File: src/rtl/w_io_bank_if.sv
// w_io_bank_if: pad-side and fabric-side channel signals of the west-edge IO bank.
// The bank itself connects through the slave modport; whatever drives the pads
// and the fabric (switch matrix, or a testbench) uses the master modport.
interface w_io_bank_if #(
    parameter int NUM_CH = 2
);
    logic [NUM_CH-1:0]   pad_O;     // pad-to-core data
    logic [NUM_CH-1:0]   pad_I;     // core-to-pad data
    logic [NUM_CH-1:0]   pad_T;     // pad tristate, 1 = high-Z
    logic [NUM_CH-1:0]   fab_I;     // fabric output data
    logic [NUM_CH-1:0]   fab_T;     // fabric tristate request
    logic [NUM_CH-1:0]   fab_O;     // combinational pad data to fabric
    logic [NUM_CH-1:0]   fab_Q;     // synchronised pad data
    logic [NUM_CH-1:0]   fab_edge;  // one-cycle pulse on any fab_Q change
    logic [4*NUM_CH-1:0] cfg_C;     // user config-access bits, channel k at [4k+:4]
    logic                cfg_busy;  // a shadow load is waiting to commit

    modport master (
        output pad_O, fab_I, fab_T,
        input  pad_I, pad_T, fab_O, fab_Q, fab_edge, cfg_C, cfg_busy
    );

    modport slave (
        input  pad_O, fab_I, fab_T,
        output pad_I, pad_T, fab_O, fab_Q, fab_edge, cfg_C, cfg_busy
    );
endinterface

File: src/rtl/w_io_bank.sv
// w_io_bank: parametrised west-edge IO bank with NUM_CH bidirectional pad channels.
// Each channel owns one configuration byte taken from the frame chain
// (frame CFG_FRAME + k/4, byte lane k%4):
//   [0] SYNC2   fab_Q through two flops instead of one
//   [1] OUT_REG register the pad_I path
//   [2] T_REG   register the pad_T path
//   [3] O_INV   invert the pad_I path
//   [4] T_INV   invert the pad_T path
//   [7:4]       also exported as the user cfg_C nibble; [7:5] otherwise unused
// Frame writes land in a shadow byte and are copied to the active byte on the
// first clock after the strobe drops, so a live pad never sees a partial config.
// Optional macro W_IO_BANK_FRAME_PIPE_EN registers FrameData_O / FrameStrobe_O,
// adding one cycle of chain latency; without it the chain is a straight feed-through.
module w_io_bank #(
    parameter int NUM_CH     = 2,
    parameter int FRAME_BITS = 32,
    parameter int MAX_FRAMES = 20,
    parameter int CFG_FRAME  = 0
) (
    input  logic                  UserCLK,
    input  logic                  RST,
    input  logic [FRAME_BITS-1:0] FrameData,
    input  logic [MAX_FRAMES-1:0] FrameStrobe,
    output logic [FRAME_BITS-1:0] FrameData_O,
    output logic [MAX_FRAMES-1:0] FrameStrobe_O,
    output logic                  UserCLKo,
    w_io_bank_if.slave            io
);

    localparam int LANES = (NUM_CH < 4) ? NUM_CH : 4;

    // Parameter sanity: bad combinations stop elaboration rather than
    // silently mapping channels onto frames or bits that do not exist.
    if (NUM_CH < 1 || NUM_CH > 16) begin : g_bad_num_ch
        $error("w_io_bank: NUM_CH must be in 1..16");
    end
    if (NUM_CH > 4 * (MAX_FRAMES - CFG_FRAME)) begin : g_bad_frame_map
        $error("w_io_bank: NUM_CH exceeds the frames available after CFG_FRAME");
    end
    if (FRAME_BITS < 8 * LANES) begin : g_bad_frame_bits
        $error("w_io_bank: FRAME_BITS too narrow for the channel byte lanes");
    end

    logic [NUM_CH-1:0] pending_v;

    for (genvar k = 0; k < NUM_CH; k++) begin : g_ch
        localparam int FRM  = CFG_FRAME + k / 4;
        localparam int LANE = (k % 4) * 8;

        logic [7:0] shadow;
        logic [7:0] active;
        logic       pending;
        logic       strobe;
        logic       commit;

        logic       sync1;    // first input flop
        logic       sync2;    // second input flop, used when SYNC2 is set
        logic       edge_q;   // registered edge pulse
        logic       settle;   // marks the cycle right after a commit
        logic       out_q;    // registered pad_I data
        logic       t_q;      // registered pad_T enable

        logic       d;
        logic       t;
        logic       pad_i;
        logic       pad_t;
        logic       fab_q;
        logic       next_q;
        logic       cur_q;

        assign strobe = FrameStrobe[FRM];
        assign commit = pending & ~strobe;

        // Shadow load while the strobe is high; single commit into active after it drops
        always_ff @(posedge UserCLK or posedge RST) begin
            // NOTE: sequential state uses non-blocking assignments so every flop samples pre-edge values.
            if (RST) begin
                shadow  <= '0;
                active  <= '0;
                pending <= 1'b0;
            end else if (strobe) begin
                shadow  <= FrameData[LANE +: 8];
                pending <= 1'b1;
            end else if (pending) begin
                active  <= shadow;
                pending <= 1'b0;
            end
        end

        // Channel pipeline: cleared on commit so the new mode starts from a known state
        always_ff @(posedge UserCLK or posedge RST) begin
            if (RST) begin
                sync1  <= 1'b0;
                sync2  <= 1'b0;
                edge_q <= 1'b0;
                settle <= 1'b0;
                out_q  <= 1'b0;
                t_q    <= 1'b1;
            end else if (commit) begin
                sync1  <= 1'b0;
                sync2  <= 1'b0;
                edge_q <= 1'b0;
                settle <= 1'b1;
                out_q  <= 1'b0;
                t_q    <= 1'b1;
            end else begin
                sync1  <= io.pad_O[k];
                sync2  <= sync1;
                // The clear-to-zero after commit would look like an edge; mask it.
                edge_q <= settle ? 1'b0 : (next_q ^ cur_q);
                settle <= 1'b0;
                out_q  <= d;
                t_q    <= t;
            end
        end

        // Path selection for pad_I, pad_T and fab_Q from the active mode bits
        always_comb begin
            // NOTE: every output of a combinational block gets a default first so no latch is inferred.
            d      = io.fab_I[k] ^ active[3];
            t      = io.fab_T[k] ^ active[4];
            pad_i  = d;
            pad_t  = t;
            fab_q  = sync1;
            next_q = io.pad_O[k];
            cur_q  = sync1;
            if (active[1]) begin
                pad_i = out_q;
            end
            if (active[2]) begin
                pad_t = t_q;
            end
            if (active[0]) begin
                // edge_q looks one stage ahead so its pulse lines up with the fab_Q change
                fab_q  = sync2;
                next_q = sync1;
                cur_q  = sync2;
            end
        end

        assign io.pad_I[k]          = pad_i;
        assign io.pad_T[k]          = pad_t;
        assign io.fab_O[k]          = io.pad_O[k];
        assign io.fab_Q[k]          = fab_q;
        assign io.fab_edge[k]       = edge_q;
        assign io.cfg_C[4*k +: 4]   = active[7:4];
        assign pending_v[k]         = pending;
    end

    assign io.cfg_busy = |pending_v;

`ifdef W_IO_BANK_FRAME_PIPE_EN
    // One register stage on the configuration chain towards the next tile
    always_ff @(posedge UserCLK or posedge RST) begin
        if (RST) begin
            FrameData_O   <= '0;
            FrameStrobe_O <= '0;
        end else begin
            FrameData_O   <= FrameData;
            FrameStrobe_O <= FrameStrobe;
        end
    end
`else
    assign FrameData_O   = FrameData;
    assign FrameStrobe_O = FrameStrobe;
`endif

    // Clock forwarded ungated; a technology clock-buffer cell replaces this at implementation.
    assign UserCLKo = UserCLK;

endmodule

File: src/flat_wrapper.sv
// flat-port wrapper written by rule: the top's interface ports become plain ports
module w_io_bank_flat 
#(
    parameter int NUM_CH     = 2,
    parameter int FRAME_BITS = 32,
    parameter int MAX_FRAMES = 20,
    parameter int CFG_FRAME  = 0
)
  (UserCLK, RST, FrameData, FrameStrobe, FrameData_O, FrameStrobe_O, UserCLKo, io_pad_O, io_fab_I, io_fab_T, io_pad_I, io_pad_T, io_fab_O, io_fab_Q, io_fab_edge, io_cfg_C, io_cfg_busy);
  w_io_bank_if #(.NUM_CH(NUM_CH)) io_i ();
  input  logic UserCLK;
  input  logic RST;
  input  logic [FRAME_BITS-1:0] FrameData;
  input  logic [MAX_FRAMES-1:0] FrameStrobe;
  output logic [FRAME_BITS-1:0] FrameData_O;
  output logic [MAX_FRAMES-1:0] FrameStrobe_O;
  output logic UserCLKo;
  input wire logic [$bits(io_i.pad_O)-1:0] io_pad_O;
  input wire logic [$bits(io_i.fab_I)-1:0] io_fab_I;
  input wire logic [$bits(io_i.fab_T)-1:0] io_fab_T;
  output wire logic [$bits(io_i.pad_I)-1:0] io_pad_I;
  output wire logic [$bits(io_i.pad_T)-1:0] io_pad_T;
  output wire logic [$bits(io_i.fab_O)-1:0] io_fab_O;
  output wire logic [$bits(io_i.fab_Q)-1:0] io_fab_Q;
  output wire logic [$bits(io_i.fab_edge)-1:0] io_fab_edge;
  output wire logic [$bits(io_i.cfg_C)-1:0] io_cfg_C;
  output wire logic [$bits(io_i.cfg_busy)-1:0] io_cfg_busy;
  assign io_i.pad_O = io_pad_O;
  assign io_i.fab_I = io_fab_I;
  assign io_i.fab_T = io_fab_T;
  assign io_pad_I = io_i.pad_I;
  assign io_pad_T = io_i.pad_T;
  assign io_fab_O = io_i.fab_O;
  assign io_fab_Q = io_i.fab_Q;
  assign io_fab_edge = io_i.fab_edge;
  assign io_cfg_C = io_i.cfg_C;
  assign io_cfg_busy = io_i.cfg_busy;
  w_io_bank #(.NUM_CH(NUM_CH), .FRAME_BITS(FRAME_BITS), .MAX_FRAMES(MAX_FRAMES), .CFG_FRAME(CFG_FRAME)) u_core (.UserCLK(UserCLK), .RST(RST), .FrameData(FrameData), .FrameStrobe(FrameStrobe), .FrameData_O(FrameData_O), .FrameStrobe_O(FrameStrobe_O), .UserCLKo(UserCLKo), .io(io_i));
endmodule
File: config.mk
export PLATFORM = sky130hd
export DESIGN_NAME = w_io_bank_flat
export DESIGN_NICKNAME = d
export VERILOG_FILES = /design/src/rtl/w_io_bank_if.sv /design/src/rtl/w_io_bank.sv /design/src/flat_wrapper.sv
export SDC_FILE = /design/constraint.sdc
export NUM_CORES = 1
export LEC_CHECK = 0
export BUFFER_PORTS_ARGS = -buffer_cell sky130_fd_sc_hd__buf_2
export CORE_UTILIZATION = 38
export DETAILED_ROUTE_END_ITERATION = 7
export PLACE_DENSITY = 0.69
export RECOVER_POWER = 100
export SYNTH_ARGS = -nofsm -noshare
export SYNTH_HDL_FRONTEND = slang
export SYNTH_SLANG_ARGS = --single-unit
export TNS_END_PERCENT = 30
File: constraint.sdc
create_clock -name UserCLK -period 1.4 [get_ports UserCLK]
set_clock_uncertainty 0.15 [all_clocks]
set_input_delay 0 -clock UserCLK [delete_from_list [all_inputs] [get_ports UserCLK]]
set_output_delay 0 -clock UserCLK [all_outputs]
set_load 0.02 [all_outputs]
Word-level counts from Yosys, hierarchy flattened
Cells that the tools add are included.
{"block": "totals", "ff_bits": 44, "input_bits": 60, "output_inout_bits": 72, "wordCells": 47}
{"block": "op_classes", "mux": 22, "bitwise_logic": 8, "reduce_logical": 1}
{"operator": "1-bit 2-to-1 mux", "count": 22}
{"operator": "1-bit XOR", "count": 6}
{"operator": "2-bit AND reduction", "count": 1}
{"operator": "1-bit bitwise AND", "count": 1}
{"operator": "1-bit inverter", "count": 1}

Logic depth before layout (Yosys ltp)
Gate-level depths: netlist (run 1).
{"block": "logic_depth", "depth_word": 4, "ltp_mapped": 6, "mapped_depth_nobuf": 4}

==> flow_metrics.tcl, run 1 <==
set metrics [dict create \
    status "finished with violations" \
    violations "setup timing" \
    n_antenna_cell 0 \
    grt_pass1_vias 1397 \
    period_share 1.080 \
    clock_latency_ps 390 \
    grt_max_degree 20 \
    cp-end-kind "output pin" \
    die_h_um 79.33 \
    cp_top_family "flip-flops" \
    setup_ws_ps -112.3 \
    crit_type "reg -> out" \
    wl_per_cell_um 12.51 \
    track_usage 0.1420 \
    gp_congestion 0.6351 \
    dp_cells 273 \
    synth_nets 271 \
    fmax_ghz 0.6613 \
    r2r_slack_ps 160 \
    cp_max_fo 3 \
    core_area_sq_um 5642 \
    relSlewSlack 0.5304 \
    cp.depth 3 \
    final_util 0.5092 \
    initial_core_util 0.4028 \
    path_cells "xor2_1, mux2_2, buf_6" \
    grt_pass1_wl_mm 6.561 \
    ys_top_cells_by_count "buf_4 (73), nand2_1 (48), dfrtp_1 (42)" \
    drcViolationCount 0 \
    vias_per_cell 4.287 \
    yosys_register_bits 44 \
    maxCapViolCount 0 \
    synth.top_cell.area_share 0.4626 \
    worst_pin_slew_ps 703.7 \
    worst_setup_path_start_kind "register" \
    ant_nets 0 \
    grt-ovfl-total 0 \
    critPathArrivalTime_ps 1360 \
    fin_crit_ps 1512 \
    rows 27 \
    syn-cell-area_sq_um 2272 \
    synth_ff_type "dfrtp_1" \
    synth_seq_area_share 0.4857 \
    pre_cts_slack_ps 282.9 \
    setup_violations 7 \
    final_cell_count_no_fill 345 \
    synth_cell_type_count 14 \
    cts_tree "done" \
    syn_to_final_growth_pct 26.43 \
    numPortBuffers 61 \
    crit_path_start "u_core.g_ch[1].active[4]$_DFFE_PP0P_" \
    rsz0062_at_grt "true" \
    worstPathRequired_ps 1250 \
    reg2regPathDepth 4 \
    r2r-end "u_core.g_ch[1].active[4]$_DFFE_PP0P_" \
    die-area_sq_um 6292 \
    critPathMaxStageDelay_ps 410 \
    slew_viol_final 0 \
    syn-instance-count 211 \
    finalWirelength_mm 4.317 \
    path_buf_inv 1 \
    drive_gt1_frac 0.2711 \
    nNetsFinal 332 \
    post_synth.cell_area_avg_sq_um 10.77 \
    powerDensity_nw_per_um2 1250 \
    yosysMostFrequentCell "buf_4" \
    synth-async-reset-ratio 1.000 \
    synth_edf_count 0 \
    ir_worst_vdd_mv 0.8293 \
    vias 1479 \
    io_pins 132 \
    placed_cell_area_sq_um 2123 \
    ys.warnings.count 0 \
    clk_pin_slew_ps 80 \
    die_w_um 79.33 \
    firstDrtPassIters 5 \
    design_area_sq_um 2873 \
    dp_hpwl_mm 2.572 \
    antenna_found_initial 0 \
    drt_iter0_markers 26 \
    worstSetupEndpoint "io_pad_T[1]" \
    leakagePower_nw 1.369 \
    hold_path.class "in -> async" \
    crit_slowest_cell "dfrtp_1" \
    regToRegStartpoint "u_core.g_ch[1].pending$_DFF_PP0_" \
    netlist_top_cells_area "dfrtp_1 (46%), buf_4 (24%), mux2_2 (11%)" \
    final_hold_viol_count 0 \
    synth_top_area_cell "dfrtp_1" \
]
## kinds of logic (layout without fill, tap and decap cells)
| logic type | Yosys count | in the layout | share of synthesized area |
|---|---|---|---|
| buffers and inverters | 78 | 140 | 0.2616 |
| and+or+nand+nor | 59 | 59 | 0.1118 |
| DFF | 44 | 44 | 0.4857 |
| muxes | 24 | 24 | 0.1178 |
| xor gates and xnor gates | 6 | 6 | 0.02313 |
## per-layer routing
layer / global-route usage / share of wire / up-vias
met4: 0.06909 / 0.0063 / 0
met5: 0 / 0 / -
li1: - / - / 712
met2: 0.2371 / 0.52 / 74
met3: 0.03678 / 0.048 / 5
met1: 0.1691 / 0.42 / 688
## worst register-to-register path, cell delays in order, from the launching register on
cell and delay (ps):
dfrtp_1 420, nand2b_4 170, clkbuf_1 270, nand2_1 100
nand2_1 70
## where the power goes
part           leakage, nW  total, mW  switching, mW  internal (mW)
clock               0.0779       1.23          0.503          0.723
combinational        0.760      0.847          0.446          0.401
sequential           0.531       1.52         0.0873           1.43
## per-stage QoR
step | hold slack (ps) | setup TNS [ps] | total power, mW
floorplan | -118.6 | 0 | 2.313
global placement | -149.9 | 0 | 2.196
detailed placement | -149.9 | 0 | 2.209
CTS | -7.536 | -566.3 | 3.662
global route | 169.7 | -910.0 | 3.789
finish | 119.6 | -513.1 | 3.592
## area by class of cell
class	count	area (sq um)
Timing Repair Buffer	126	928.4
Inverter	2	12.51
Fill cell	539	2769
Clock buffer	10	117.6
Multi-Input combinational cell	89	585.6
Clock inverter	2	35.03
Sequential cell	44	1104
Tap cell	72	90.09
## state kept, by name (all words and copies together), names as in the netlist
signal / count
u_core.g_ch.edge_q: 2
u_core.g_ch.sync1: 2
u_core.g_ch.t_q: 2
u_core.g_ch.active: 16
u_core.g_ch.shadow: 16
u_core.g_ch.settle: 1
u_core.g_ch.pending: 1
u_core.g_ch.out_q: 2
u_core.g_ch.sync2: 2
## placed cells by master (no fill, tap or decap), drive strengths merged
| cell type | synthesis | final |
|---|---|---|
| and2 | 6 | 6 |
| buf | 76 | 34 |
| bufinv | 0 | 1 |
| clkbuf | 0 | 43 |
| clkinv | 0 | 1 |
| dfrtp | 42 | 42 |
| dfstp | 2 | 2 |
| dlygate4sd3 | 0 | 59 |
| inv | 2 | 2 |
| mux2 | 22 | 22 |
| mux2i | 2 | 2 |
| nand2 | 48 | 48 |
| nand2b | 3 | 3 |
| nor3 | 2 | 2 |
| xor2 | 6 | 6 |
## worst min-delay path by stage
stage	end	slack [ps]	cells past startpoint	start
6_report	u_core.g_ch[0].shadow[2]$_DFFE_PP0P_	120	3	RST
3_3_place_gp	FrameData_O[18]	-150	0	FrameData[18]
2_1_floorplan	u_core.g_ch[1].pending$_DFF_PP0_	-120	0	FrameStrobe[0]
5_1_grt	u_core.g_ch[1].active[2]$_DFFE_PP0P_	170	3	RST
3_5_place_dp	FrameData_O[18]	-150	0	FrameData[18]
4_1_cts	u_core.g_ch[1].pending$_DFF_PP0_	-8	3	RST
## what timing repair did
| item | 4_1_cts | 5_1_grt |
|---|---|---|
| endpoints found under the setup margin | 6 | 6 |
| buffers inserted | 2 | 0 |
| hold endpoints to repair | 112 | 0 |
| hold buffers | 59 | 0 |
| pin swaps | 4 | 0 |
| gates resized for setup | 10 | 3 |
No activity file was read; power rests on OpenSTA's default activity.
==> run 2, diff against run 1 <==
- ABC_AREA: unset -> 1
==> run 2 against run 1 <==
Effect of this change: the flow still finishes with violations (setup timing); first-iteration DRC count grew to 2.6 times the previous value; register-to-register slack worse by 90 ps; worst hold slack improved by 91 ps; wire length is 4.5% lower; synthesized cell count rose by 17%; clock power shrank 19%; power fell by 7.7%; non-clock buffer count grew 2; sequential share of layout area up 0.20 points; via count is 9.1% higher; critical path type unchanged; critical endpoint is now io_pad_T[0]; largest power group unchanged.
==> flow_metrics.tcl, run 2 <==
set metrics [dict create \
    ant_nets 0 \
    fmax_ghz 0.7052 \
    antenna_found_initial 0 \
    grt_max_degree 31 \
    crit_slowest_cell "dfrtp_1" \
    vias_per_cell 4.247 \
    setup_violations 2 \
    wl_per_cell_um 10.85 \
    die_h_um 78.77 \
    core_area_sq_um 5608 \
    syn_to_final_growth_pct 27.60 \
    final_hold_viol_count 0 \
    worst_setup_path_start_kind "register" \
    drt_iter0_markers 67 \
    reg2regPathDepth 6 \
    numPortBuffers 61 \
    slew_viol_final 0 \
    io_pins 132 \
    violations "setup timing" \
    cp-end-kind "output pin" \
    critPathMaxStageDelay_ps 420 \
    synth_edf_count 0 \
    drcViolationCount 0 \
    die-area_sq_um 6205 \
    synth-async-reset-ratio 1.000 \
    drive_gt1_frac 0.1948 \
    cp.depth 3 \
    die_w_um 78.77 \
    n_antenna_cell 0 \
    cp_max_fo 2 \
    rows 27 \
    yosysMostFrequentCell "buf_4" \
    final_cell_count_no_fill 380 \
    synth_top_area_cell "dfrtp_1" \
    hold_path.class "in -> reg" \
    dp_cells 306 \
    nNetsFinal 368 \
    post_synth.cell_area_avg_sq_um 9.067 \
    synth.top_cell.area_share 0.4693 \
    setup_ws_ps -17.94 \
    ys_top_cells_by_count "buf_4 (75), nand2_1 (48), dfrtp_1 (42)" \
    maxCapViolCount 0 \
    finalWirelength_mm 4.124 \
    worstPathRequired_ps 1250 \
    synth_nets 307 \
    ys.warnings.count 0 \
    period_share 1.013 \
    power_mw 3.317 \
    ir_worst_vdd_mv 0.6160 \
    path_buf_inv 1 \
    critPathArrivalTime_ps 1270 \
    netlist_top_cells_area "dfrtp_1 (47%), buf_4 (25%), nand2_1 (8.0%)" \
    reg_top3 "u_core.g_ch.active (16), u_core.g_ch.shadow (16)" \
    relSlewSlack 0.6817 \
    synth_cell_type_count 15 \
    cts_tree "done" \
    syn-cell-area_sq_um 2240 \
    final_util 0.5096 \
    grt_pass1_wl_mm 6.782 \
    placed_cell_area_sq_um 2112 \
    powerDensity_nw_per_um2 1161 \
    initial_core_util 0.3994 \
    crit_type "reg -> out" \
    min_delay_path_depth 4 \
    vias 1614 \
    mostFrequentLayoutCells "dlygate4sd3_1 (60), nand2_1 (47), dfrtp_1 (42)" \
    synth_ff_type "dfrtp_1" \
    tns_ps -30.31 \
    rsz0062_at_grt "true" \
    gp_congestion 0.7557 \
    leakagePower_nw 1.381 \
    grt_pass1_vias 1548 \
    firstDrtPassIters 4 \
    clk_pin_slew_ps 70 \
    track_usage 0.1444 \
    status "finished with violations" \
    worst_pin_slew_ps 477.4 \
    clock_latency_ps 390 \
    cp_top_family "flip-flops" \
    yosys_register_bits 44 \
    final_common_cell "dlygate4sd3_1" \
    dp_hpwl_mm 2.495 \
    grt-ovfl-total 0 \
    design_area_sq_um 2858 \
    syn-instance-count 247 \
    synth_seq_area_share 0.4927 \
    path_cells "xnor2_2, o21ai_1, buf_4" \
    fin_crit_ps 1418 \
]
[run 2: power by group]
group | internal, mW | switching [mW]
combinational | 0.353 | 0.474
clock | 0.532 | 0.462
sequential | 1.42 | 0.0734
[run 2: worst paths after layout]
check                      slack, ps                            startpoint                                    to
max                              -20  u_core.g_ch[0].active[4]$_DFFE_PP0P_                           io_pad_T[0]
min                              210                          FrameData[3]  u_core.g_ch[0].shadow[3]$_DFFE_PP0P_
max reg2reg                       70      u_core.g_ch[1].pending$_DFF_PP0_  u_core.g_ch[1].active[5]$_DFFE_PP0P_
min reg2reg                      340  u_core.g_ch[0].active[6]$_DFFE_PP0P_  u_core.g_ch[0].active[6]$_DFFE_PP0P_
max in group asynchronous         90                                   RST  u_core.g_ch[0].active[5]$_DFFE_PP0P_
min in group asynchronous        550                                   RST  u_core.g_ch[1].shadow[3]$_DFFE_PP0P_
[run 2: area by class of cell]
cell class	count	area [sq um]
Clock buffer	10	117.6
Clock inverter	1	5.005
Fill cell	573	2750
Inverter	24	90.09
Multi-Input combinational cell	101	504.2
Sequential cell	44	1104
Tap cell	72	90.09
Timing Repair Buffer	128	947.2
[run 2: through the flow]
stage | hold WS (ps) | setup slack, ps
2_1_floorplan | -118.6 | 189.6
3_3_place_gp | -149.9 | 256.7
3_5_place_dp | -149.9 | 207.1
4_1_cts | 193.1 | -36.50
5_1_grt | 208.4 | -97.55
6_report | 210.2 | -17.94
[run 2: what timing repair did]
item / 4_1_cts / 5_1_grt
hold buffers: 60 / 0
hold endpoints to repair: 109 / 0
cloned: 0 / 0
resized for setup: 12 / 6
endpoints found under the setup margin: 4 / 33
buffers inserted: 2 / 2
[run 2: cells by family (layout without fill, tap and decap cells)]
kind of cell | count (synthesis) | count (layout) | share of synthesized area
AND/OR/NAND/NOR | 59 | 59 | 0.1028
flip-flops | 44 | 44 | 0.4927
buffers and inverters | 102 | 163 | 0.2983
XOR/XNOR | 4 | 4 | 0.01564
AO/OA/AOI/OAI | 36 | 36 | 0.08045
multiplexers | 2 | 2 | 0.01006
[run 2: tightest hold or removal path, stage by stage]
cell	delay, ps
dlygate4sd3_1	520
buf_2	100
nand2_1	40
o21ai_0	50
[run 2: layer usage]
metal,vias to the layer above,track usage,part of all wire
li1,810,-,-
met1,730,0.1611,0.40
met2,72,0.2487,0.54
met3,2,0.04598,0.050
met4,0,0.06852,0.0061
met5,-,0,0
==> run 3, diff against run 2 <==
- CELL_PAD_IN_SITES_DETAIL_PLACEMENT: unset -> 1
- CELL_PAD_IN_SITES_GLOBAL_PLACEMENT: unset -> 2
- CORE_UTILIZATION: 38 -> 23
- PLACE_DENSITY: 0.69 -> 0.76
==> run 3 against run 2 <==
Effect of this change: the flow still finishes with violations (setup timing); wire length up 32%; worst setup slack worse by 8.3 ps; combinational power up 5.0%; sequential power about the same; final cell count up 19%; register-to-register slack better by 90 ps; critical path type unchanged; largest cell class is now non-clock buffers.
==> flow_metrics.tcl, run 3 (synthesized netlist as in run 2, its figures left out) <==
set metrics [dict create \
    final_cell_count_no_fill 452 \
    mostFrequentLayoutCells "dlygate4sd3_1 (75), nand2_1 (48), dfrtp_1 (42)" \
    drcViolationCount 0 \
    clk_pin_slew_ps 90 \
    rows 35 \
    initial_core_util 0.2401 \
    grt_pass1_wl_mm 8.618 \
    final_util 0.3317 \
    worst_setup_path_start_kind "register" \
    drt_iter0_markers 25 \
    fmax_ghz 0.7011 \
    fin_crit_ps 1426 \
    antenna_found_initial 0 \
    n_antenna_cell 0 \
    reg_top3 "u_core.g_ch.active (16), u_core.g_ch.shadow (16)" \
    critPathMaxStageDelay_ps 410 \
    setup_violations 1 \
    firstDrtPassIters 3 \
    design_area_sq_um 3094 \
    crit_slowest_cell "dfrtp_1" \
    track_usage 0.1127 \
    cp_max_fo 2 \
    nNetsFinal 382 \
    gp_congestion 0.6552 \
    finalWirelength_mm 5.444 \
    path_buf_inv 1 \
    pre_cts_slack_ps 189.7 \
    vias 1757 \
    period_share 1.019 \
    r2r_slack_ps 160 \
    maxCapViolCount 0 \
    cp_top_family "flip-flops" \
    cts_tree "done" \
    vias_per_cell 3.887 \
    setup_ws_ps -26.26 \
    fillers 1108 \
    hold_path.class "in -> async" \
    final_hold_viol_count 0 \
    relSlewSlack 0.3898 \
    die_h_um 100.7 \
    ant_nets 0 \
    grt_pass1_vias 1816 \
    placed_cell_area_sq_um 2196 \
    numPortBuffers 61 \
    clock_latency_ps 390 \
    powerDensity_nw_per_um2 1119 \
    dp_cells 363 \
    path_cells "xnor2_2, o21ai_2, buf_6" \
    worstPathRequired_ps 1250 \
    die-area_sq_um 10140 \
    drive_gt1_frac 0.1610 \
    grt-ovfl-total 0 \
    leakagePower_nw 1.418 \
    wl_per_cell_um 12.04 \
    critPathArrivalTime_ps 1280 \
    crit_type "reg -> out" \
    grt_max_degree 31 \
    final_common_cell "dlygate4sd3_1" \
    cp-end-kind "output pin" \
    ir_worst_vdd_mv 0.3615 \
    slew_viol_final 0 \
    dp_hpwl_mm 2.957 \
    die_w_um 100.7 \
    syn_to_final_growth_pct 38.16 \
    power_mw 3.462 \
    io_pins 132 \
    core_area_sq_um 9328 \
    rsz0062_at_grt "true" \
    status "finished with violations" \
    violations "setup timing" \
    worst_pin_slew_ps 914.4 \
]
==> run 3: per-stage QoR <==
stage	hold WS (ps)	TNS, ps
floorplan	-118.6	0
global placement	-149.9	0
detailed placement	-149.9	0
CTS	-263.2	-113.2
global route	239.4	-1115
finish	205.9	-26.26
==> run 3: area by class of cell <==
cell class,count,area (sq um),share of cell area
Tap cell,129,161.4,0.05216
Sequential cell,44,1104,0.3567
Multi-Input combinational cell,101,494.2,0.1597
Timing Repair Buffer,142,1110,0.3587
Inverter,24,90.09,0.02911
Clock buffer,12,135.1,0.04367
==> run 3: final timing paths <==
check                                                  endpoint                                  from  cells past startpoint
max                                                 io_pad_I[0]  u_core.g_ch[0].active[3]$_DFFE_PP0P_                      3
min                        u_core.g_ch[1].active[6]$_DFFE_PP0P_                                   RST                      3
max reg2reg                u_core.g_ch[0].active[4]$_DFFE_PP0P_      u_core.g_ch[1].pending$_DFF_PP0_                      6
min reg2reg                u_core.g_ch[1].active[0]$_DFFE_PP0P_  u_core.g_ch[1].shadow[0]$_DFFE_PP0P_                      2
max in group asynchronous        u_core.g_ch[1].out_q$_DFF_PP0_                                   RST                      4
min in group UserCLK                           FrameStrobe_O[0]                        FrameStrobe[0]                      2
==> run 3: timing repair <==
item,4_1_cts,5_1_grt
pin swaps,2,1
hold buffers,74,1
setup endpoints to repair,4,6
gates resized for setup,8,8
setup buffers,1,2
hold endpoints to repair,107,1
==> run 3: where the power goes <==
| group | leakage [nW] | switching (mW) | internal, mW |
|---|---|---|---|
| clock network | 0.0683 | 0.500 | 0.596 |
| logic | 0.811 | 0.491 | 0.378 |
| registers | 0.540 | 0.0755 | 1.42 |
| total | 1.42 | 1.07 | 2.40 |
==> run 3: worst reg2reg max path, cell delays in order (launching register included) <==
cell	delay [ps]
dfrtp_1	350
inv_1	60
nor2_4	170
inv_1	100
buf_12	170
nand2_1	70
o21ai_1	60
==> run 3: layer usage <==
metal | vias to the layer above | wire (um) | global-route usage
met3 | 7 | 189 | 0.01734
li1 | 834 | - | -
met4 | 0 | 83 | 0.05463
met5 | - | 0 | 0
met1 | 851 | 2140 | 0.1207
met2 | 65 | 3030 | 0.2144
